[src/rtl/seg_number_display_if.sv]
// Request/result bundle between a board top and seg_number_display.
// master drives the conversion request; slave is the display driver.
interface seg_number_display_if #(
  parameter int WIDTH  = 10,
  parameter int DIGITS = 4
) ();
  logic                  start;
  logic [WIDTH-1:0]      value;
  logic                  signed_mode;
  logic [7*DIGITS-1:0]   seg;
  logic                  busy;
  logic                  done;
  logic                  overflow;

  modport master (output start, value, signed_mode,
                  input  seg, busy, done, overflow);
  modport slave  (input  start, value, signed_mode,
                  output seg, busy, done, overflow);
endinterface

[src/rtl/seg_number_display.sv]
// Sequential binary-to-decimal seven-segment driver: one double-dabble
// shift per clock, then a single registered update of all digit patterns.
// Optional build macro SEG_BLANK_EN: blank leading zero magnitude digits.

// Single digit pattern: active-low g..a, dash wins over blank over numeral.
module seg_number_display_digit (
  input  logic [3:0] nibble,
  input  logic       dash,
  input  logic       blank,
  output logic [6:0] seg7
);
  // Pattern select
  always_comb begin
    seg7 = 7'h7F;
    if (dash)       seg7 = 7'h3F;
    else if (blank) seg7 = 7'h7F;
    else begin
      case (nibble)
        4'd0: seg7 = 7'h40;
        4'd1: seg7 = 7'h79;
        4'd2: seg7 = 7'h24;
        4'd3: seg7 = 7'h30;
        4'd4: seg7 = 7'h19;
        4'd5: seg7 = 7'h12;
        4'd6: seg7 = 7'h02;
        4'd7: seg7 = 7'h78;
        4'd8: seg7 = 7'h00;
        4'd9: seg7 = 7'h10;
        default: seg7 = 7'h3F;
      endcase
    end
  end
endmodule

module seg_number_display #(
  parameter int WIDTH  = 10,
  parameter int DIGITS = 4
) (
  input logic                 CLOCK_50,
  input logic                 reset,
  seg_number_display_if.slave bus
);
  localparam int MW = WIDTH + 1;          // magnitude incl. -2^(W-1)
  localparam int BW = 4 * DIGITS;         // BCD accumulator
  localparam int CW = $clog2(WIDTH + 1);
`ifdef SEG_BLANK_EN
  localparam bit BLANK_EN = 1'b1;
`else
  localparam bit BLANK_EN = 1'b0;
`endif

  typedef enum logic [1:0] {IDLE, CONV, FORMAT} state_t;

  state_t              state;
  logic [BW-1:0]       bcd;
  logic [MW-1:0]       mag;
  logic [CW-1:0]       cnt;
  logic                sm_q, neg_q, carry;
  logic [7*DIGITS-1:0] seg_q;
  logic                busy_q, done_q, ovf_q;

  logic [MW-1:0]       val_ext, mag_in;
  logic [BW-1:0]       bcd_adj;
  logic [DIGITS-1:0]   dash, blank, lz;
  logic [7*DIGITS-1:0] seg_next;
  logic                ovf_next, hi_nz, seen;
  int                  m_lim;

  assign bus.seg      = seg_q;
  assign bus.busy     = busy_q;
  assign bus.done     = done_q;
  assign bus.overflow = ovf_q;

  // Magnitude of the incoming value (sign-extended before negation)
  always_comb begin
    val_ext = {bus.value[WIDTH-1], bus.value};
    mag_in  = (bus.signed_mode && bus.value[WIDTH-1]) ? -val_ext
                                                      : {1'b0, bus.value};
  end

  // Per-digit add-3 correction and pattern decode
  for (genvar i = 0; i < DIGITS; i++) begin : g_dig
    assign bcd_adj[4*i +: 4] = (bcd[4*i +: 4] >= 4'd5) ? bcd[4*i +: 4] + 4'd3
                                                        : bcd[4*i +: 4];
    seg_number_display_digit u_dig (
      .nibble (bcd[4*i +: 4]),
      .dash   (dash[i]),
      .blank  (blank[i]),
      .seg7   (seg_next[7*i +: 7])
    );
  end

  // Overflow, sign position and leading-zero classification of final BCD
  always_comb begin
    m_lim = sm_q ? DIGITS - 1 : DIGITS;
    hi_nz = 1'b0;
    for (int i = 0; i < DIGITS; i++)
      if (i >= m_lim && bcd[4*i +: 4] != 4'd0) hi_nz = 1'b1;
    ovf_next = carry | hi_nz;
    // lz[i]: every magnitude nibble from i upward is zero
    seen = 1'b0;
    lz   = '0;
    for (int i = DIGITS - 1; i >= 0; i--) begin
      if (i < m_lim && bcd[4*i +: 4] != 4'd0) seen = 1'b1;
      lz[i] = !seen;
    end
    dash  = '0;
    blank = '0;
    for (int i = 0; i < DIGITS; i++) begin
      if (ovf_next)
        dash[i] = 1'b1;
      else if (sm_q && i == DIGITS - 1) begin
        dash[i]  = neg_q;
        blank[i] = !neg_q;
      end else
        blank[i] = BLANK_EN && i > 0 && lz[i];
    end
  end

  // Control FSM: capture, WIDTH+1 shifts, one registered format cycle
  always_ff @(posedge CLOCK_50) begin
    if (reset) begin
      state  <= IDLE;
      bcd    <= '0;
      mag    <= '0;
      cnt    <= '0;
      sm_q   <= 1'b0;
      neg_q  <= 1'b0;
      carry  <= 1'b0;
      seg_q  <= '1;
      busy_q <= 1'b0;
      done_q <= 1'b0;
      ovf_q  <= 1'b0;
    end else begin
      done_q <= 1'b0;
      case (state)
        IDLE: if (bus.start) begin
          sm_q   <= bus.signed_mode;
          neg_q  <= bus.signed_mode & bus.value[WIDTH-1];
          mag    <= mag_in;
          bcd    <= '0;
          carry  <= 1'b0;
          cnt    <= '0;
          busy_q <= 1'b1;
          state  <= CONV;
        end
        CONV: begin
          bcd   <= {bcd_adj[BW-2:0], mag[MW-1]};
          mag   <= {mag[MW-2:0], 1'b0};
          carry <= carry | bcd_adj[BW-1];
          cnt   <= cnt + 1'b1;
          if (cnt == CW'(WIDTH)) state <= FORMAT;
        end
        FORMAT: begin
          seg_q  <= seg_next;
          ovf_q  <= ovf_next;
          done_q <= 1'b1;
          busy_q <= 1'b0;
          state  <= IDLE;
        end
        default: state <= IDLE;
      endcase
    end
  end
endmodule

[src/flat_wrapper.sv]
// flat-port wrapper written by rule: the top's interface ports become plain ports
module seg_number_display_flat 
#(
  parameter int WIDTH  = 10,
  parameter int DIGITS = 4
)
  (CLOCK_50, reset, bus_start, bus_value, bus_signed_mode, bus_seg, bus_busy, bus_done, bus_overflow);
  seg_number_display_if #(.WIDTH(WIDTH), .DIGITS(DIGITS)) bus_i ();
  input logic CLOCK_50;
  input logic reset;
  input wire logic [$bits(bus_i.start)-1:0] bus_start;
  input wire logic [$bits(bus_i.value)-1:0] bus_value;
  input wire logic [$bits(bus_i.signed_mode)-1:0] bus_signed_mode;
  output wire logic [$bits(bus_i.seg)-1:0] bus_seg;
  output wire logic [$bits(bus_i.busy)-1:0] bus_busy;
  output wire logic [$bits(bus_i.done)-1:0] bus_done;
  output wire logic [$bits(bus_i.overflow)-1:0] bus_overflow;
  assign bus_i.start = bus_start;
  assign bus_i.value = bus_value;
  assign bus_i.signed_mode = bus_signed_mode;
  assign bus_seg = bus_i.seg;
  assign bus_busy = bus_i.busy;
  assign bus_done = bus_i.done;
  assign bus_overflow = bus_i.overflow;
  seg_number_display #(.WIDTH(WIDTH), .DIGITS(DIGITS)) u_core (.CLOCK_50(CLOCK_50), .reset(reset), .bus(bus_i));
endmodule
[config.mk]
export PLATFORM = sky130hd
export DESIGN_NAME = seg_number_display_flat
export DESIGN_NICKNAME = d
export VERILOG_FILES = /design/src/rtl/seg_number_display_if.sv /design/src/rtl/seg_number_display.sv /design/src/flat_wrapper.sv
export SDC_FILE = /design/constraint.sdc
export NUM_CORES = 1
export LEC_CHECK = 0
export ABC_CLOCK_PERIOD_IN_PS = 2940
export CORE_MARGIN = 4
export CORE_UTILIZATION = 30
export DETAILED_ROUTE_END_ITERATION = 12
export GPL_ROUTABILITY_DRIVEN = 0
export SYNTH_ARGS = -nofsm -noshare
export SYNTH_HDL_FRONTEND = slang
export SYNTH_SLANG_ARGS = --single-unit
[constraint.sdc]
create_clock -name CLOCK_50 -period 2.94 [get_ports CLOCK_50]
set_input_delay 0.588 -clock CLOCK_50 [delete_from_list [all_inputs] [get_ports CLOCK_50]]
set_output_delay 0.588 -clock CLOCK_50 [all_outputs]
set_load 0.01 [all_outputs]
## Word-level counts from Yosys, hierarchy flattened

Memories as Yosys holds them, arrays and structs flattened. A register that Yosys moved wholly into a read port is not among the register bits.
Index checks and enable logic that the tools add are counted.

- Add/subtract/negate cells: 6
- Order comparisons: 8
- Eq/ne operators: 5
- Muxes and demuxes: 42
- Bitwise operators: 3
- Reductions and logical operators: 17

Operators with widths:

| operator | number |
|---|---|
| $ge A3 B32 Y1 const A | 2 |
| $mux W4 | 13 |
| $mux W7 | 5 |
| $ge A1 B32 Y1 const A | 1 |
| $ge A2 B32 Y1 const A | 1 |
| $pmux W16 S2 | 1 |
| $mux W11 | 2 |
| $pmux W11 S2 | 1 |
| $add A4 B2 Y4 const B | 4 |
| $ge A4 B3 Y1 const B | 4 |
| $mux W16 | 1 |
| $reduce_bool A4 Y1 | 4 |
| $mux W1 | 12 |
| $neg A11 Y11 | 1 |
| $pmux W4 S2 | 1 |
| $reduce_and A2 Y1 | 4 |
| $logic_and A1 B1 Y1 | 5 |
| $add A4 B1 Y4 const B | 1 |
| $eq A4 B4 Y1 const B | 1 |
| $mux W2 | 2 |
| $pmux W1 S2 | 2 |
| $pmux W2 S2 | 1 |
| $reduce_bool A2 Y1 | 2 |
| $mux W3 | 1 |
| other kinds (8) | 9 |

- Flip-flop bits (word level): 67
- ROM bits: 448
- Input bits: 14
- Memories: 4

Memory list:

| memory | words | bits a word | rd ports | clocked after Yosys merged registers in | write ports | RTL line | text |
|---|---|---|---|---|---|---|---|
| (name not given) | 16 | 7 | 1 | 1 | 0 | seg_number_display.sv:18 | `case (nibble)` |
| (name not given) | 16 | 7 | 1 | 1 | 0 | seg_number_display.sv:18 |  |
| (name not given) | 16 | 7 | 1 | 1 | 0 | seg_number_display.sv:18 |  |
| (name not given) | 16 | 7 | 1 | 1 | 0 | seg_number_display.sv:18 |  |

## Longest topological paths before layout

- Depth after elaboration: 11
- Depth in mapped cells: 11

## Cells and area by module

A second synthesis with hierarchy kept.

- Cells, all modules: 441
- Area, all modules: 3797.4 um^2

By module, submodules not included:

| module | instances | cells an instance | area an instance (um^2) |
|---|---|---|---|
| seg_number_display | 1 | 333 | 2971.6 |
| seg_number_display_digit | 4 | 27 | 206.4 |

## Worst setup path after synthesis

No wires, ideal clock.

- Kind: input -> register
- Start: input port reset
- End: register with a tool-made name
- Setup time: 120 ps
- Arrival: 1987 ps
- Data required time: 2820 ps
- Setup slack: 833 ps
- Cell stages on the path: 9
- Path buffers: 1
- Cell sequence: or3b_4 > buf_6 > a2111oi_4 > a211o_2 > inv_2 > ha_1 > nor2_1 > a21oi_2 > o31a_1

RTL lines:

| item | RTL line | text |
|---|---|---|
| start: declaration | flat_wrapper.sv:10 | `input logic reset;` |

==> qor.yml <==
status: "finished clean"
final_cell_mix: "dfxtp_1 (95), nor2_1 (47), clkdlybuf4s50_1 (43), ha_1 (31)"
synth-compound-area-share: 0.234
wl_per_cell_um: 13.7
power_density_nw_per_um2: 465
worstSkewPairLatency_ns: 0.34
cts_buffer_depth: 2
fin_skew_ns: 0.00510
antenna_cells: 0
grt_setup_unrepaired: "false"
nNetsFinal: 590
critPathKind: "input port to flip-flop"
ios: 45
grt_max_degree: 29
cp_max_fo: 12
start_util: 0.311
hold_path_class: "flip-flop to flip-flop"
post-place-cells: 718
synth_edf_count: 0
crit_path_end_kind: "flip-flop"
netlist_instances: 500
synth.distinct_cells: 70
setup_viol: 0
postRouteAntennaNets: 0
slew_headroom: 0.521
drc: 0
firstDrtPassIters: 5
cap_violations: 0
core_area_um2: 14800
clock-sinks: 95
synth-async-reset-ratio: 0
post-route-period-util: 0.834
io_buffers: 44
finalHoldViolCount: 0
grt_pass1_wl_um: 16900
die_h_um: 132
synth_warnings: 0
synth_nets: 545
timing.setup.tns_ns: 0
synth-seq-cells: 95
synth_area_um2: 4590
power_leakage_nw: 2.18
fin_cells: 734
dp_hpwl_um: 7280
cts_resized: 0
viasPerCell: 4.99
cts_setup_buffers: 0
cts_buffers: 9
avgSynthCellArea_um2: 9.18
gr-total-overflow: 0
areaGrowthSynthToFinish_pct: 20.5
required_ns: 3.21
peakVddDrop_uv: 289
rows: 44
drt_iter0_drc: 211
fillers: 1496
hold_buffers: 0
antenna_found_initial: 0
synth_seq_area_share: 0.414
clkTransAtPathRegs_ns: 0.06
routed_wirelength_um: 10100
die_w_um: 132
grt_pass1_vias: 3476
synth_top_family_by_area: "compound AO/OA/AOI/OAI gates"
max_freq_mhz: 408
drv_slew: 0
cts_tree: "yes"
h-tree-depth: 3
arrival_ns: 2.72
synthMuxAreaShare: 0.0136
cts.root.buffer_cell: "clkbuf_16"
drive_gt1_frac: 0.115
vias: 3663
track_usage: 0.117
worstSetupStartpointType: "input port"
final_common_cell: "dfxtp_1"
period_minus_slack_ns: 2.45
yosys.area_share.simple: 0.172
worst_pin_slew_ns: 0.717
dieArea_um2: 17300
synth_ff_type: "dfxtp_1"
synthAdderAreaFrac: 0.0845
synthXorXnorAreaFrac: 0.0248
worst max-delay path, cell delays in order:
cell and delay [ns]:
clkdlybuf4s50_1 0.50, o21ba_2 0.27, nor2_1 0.09, buf_4 0.20, a32o_1 0.27, inv_1 0.12
ha_1 0.21, nor3_1 0.23, a211oi_1 0.09, a31oi_1 0.15
synthesized netlist by cell type (10+ instances only):
library cell,instances,area (µm²)
clkbuf_1,11,41.3
nand2b_1,29,181
xnor2_1,11,96.3
nor3_1,10,50.1
o22ai_1,24,150
inv_1,26,97.6
dfxtp_1,95,1900
o21ai_0,11,55.1
nor2_1,47,176
ha_1,31,388
nand2_1,29,109
a21oi_1,28,140
cell families after synthesis:
| logic type | after synthesis |
|---|---|
| AOI/OAI and AO/OA | 143 |
| xor gates and xnor gates | 13 |
| adders and majority gates | 31 |
| buffers and inverters | 61 |
| DFF | 95 |
| muxes | 6 |
| and+or+nand+nor | 151 |
through the flow:
| stage | utilization | power (mW) | hold WS (ns) | worst slack, ns | cell area (µm²) |
|---|---|---|---|---|---|
| global placement | 0.356 | 1.51 | 0.428 | 0.241 | 5250 |
| detailed placement | 0.356 | 1.51 | 0.431 | 0.160 | 5250 |
| CTS | 0.375 | 2.60 | 0.446 | 0.505 | 5530 |
| floorplan | - | 1.45 | 0.422 | 0.833 | 4590 |
| global route | 0.375 | 2.68 | 0.460 | 0.312 | 5530 |
| finish | 0.375 | 2.57 | 0.445 | 0.488 | 5530 |
path summary, 6_finish.rpt:
path	endpoint	startpoint	slack, ns	depth (start not counted)
worst min register to register	u_core.bus.seg[14]	flip-flop	0.45	2
worst max-delay path	flip-flop	bus_start	0.49	10
worst min-delay path	u_core.bus.seg[14]	flip-flop	0.45	2
worst max register to register	flip-flop	u_core.bcd[8]	0.63	10
area by class of cell:
type	instances	area, µm²	area share
Multi-Input combinational cell	344	2430	0.439
Sequential cell	95	1900	0.344
Clock inverter	3	17.5	0.00317
Clock buffer	13	260	0.0471
Tap cell	184	230	0.0416
Timing Repair Buffer	61	563	0.102
Inverter	34	128	0.0231
power breakdown:
group	total (mW)	internal (mW)	switching, mW	leakage, nW
registers	1.32	1.31	0.0107	0.769
logic	0.168	0.0727	0.0954	1.28
clock network	1.09	0.617	0.472	0.136
total	2.57	2.00	0.578	2.18
routing by layer:
metal  vias up  wire (µm)  track usage
li1       1868          -            -
met5         -          0            0
met3        14        300       0.0256
met2        59       4410        0.179
met4         0        204       0.0484
met1      1722       5150        0.160
Power figures use the tool's default switching activity.
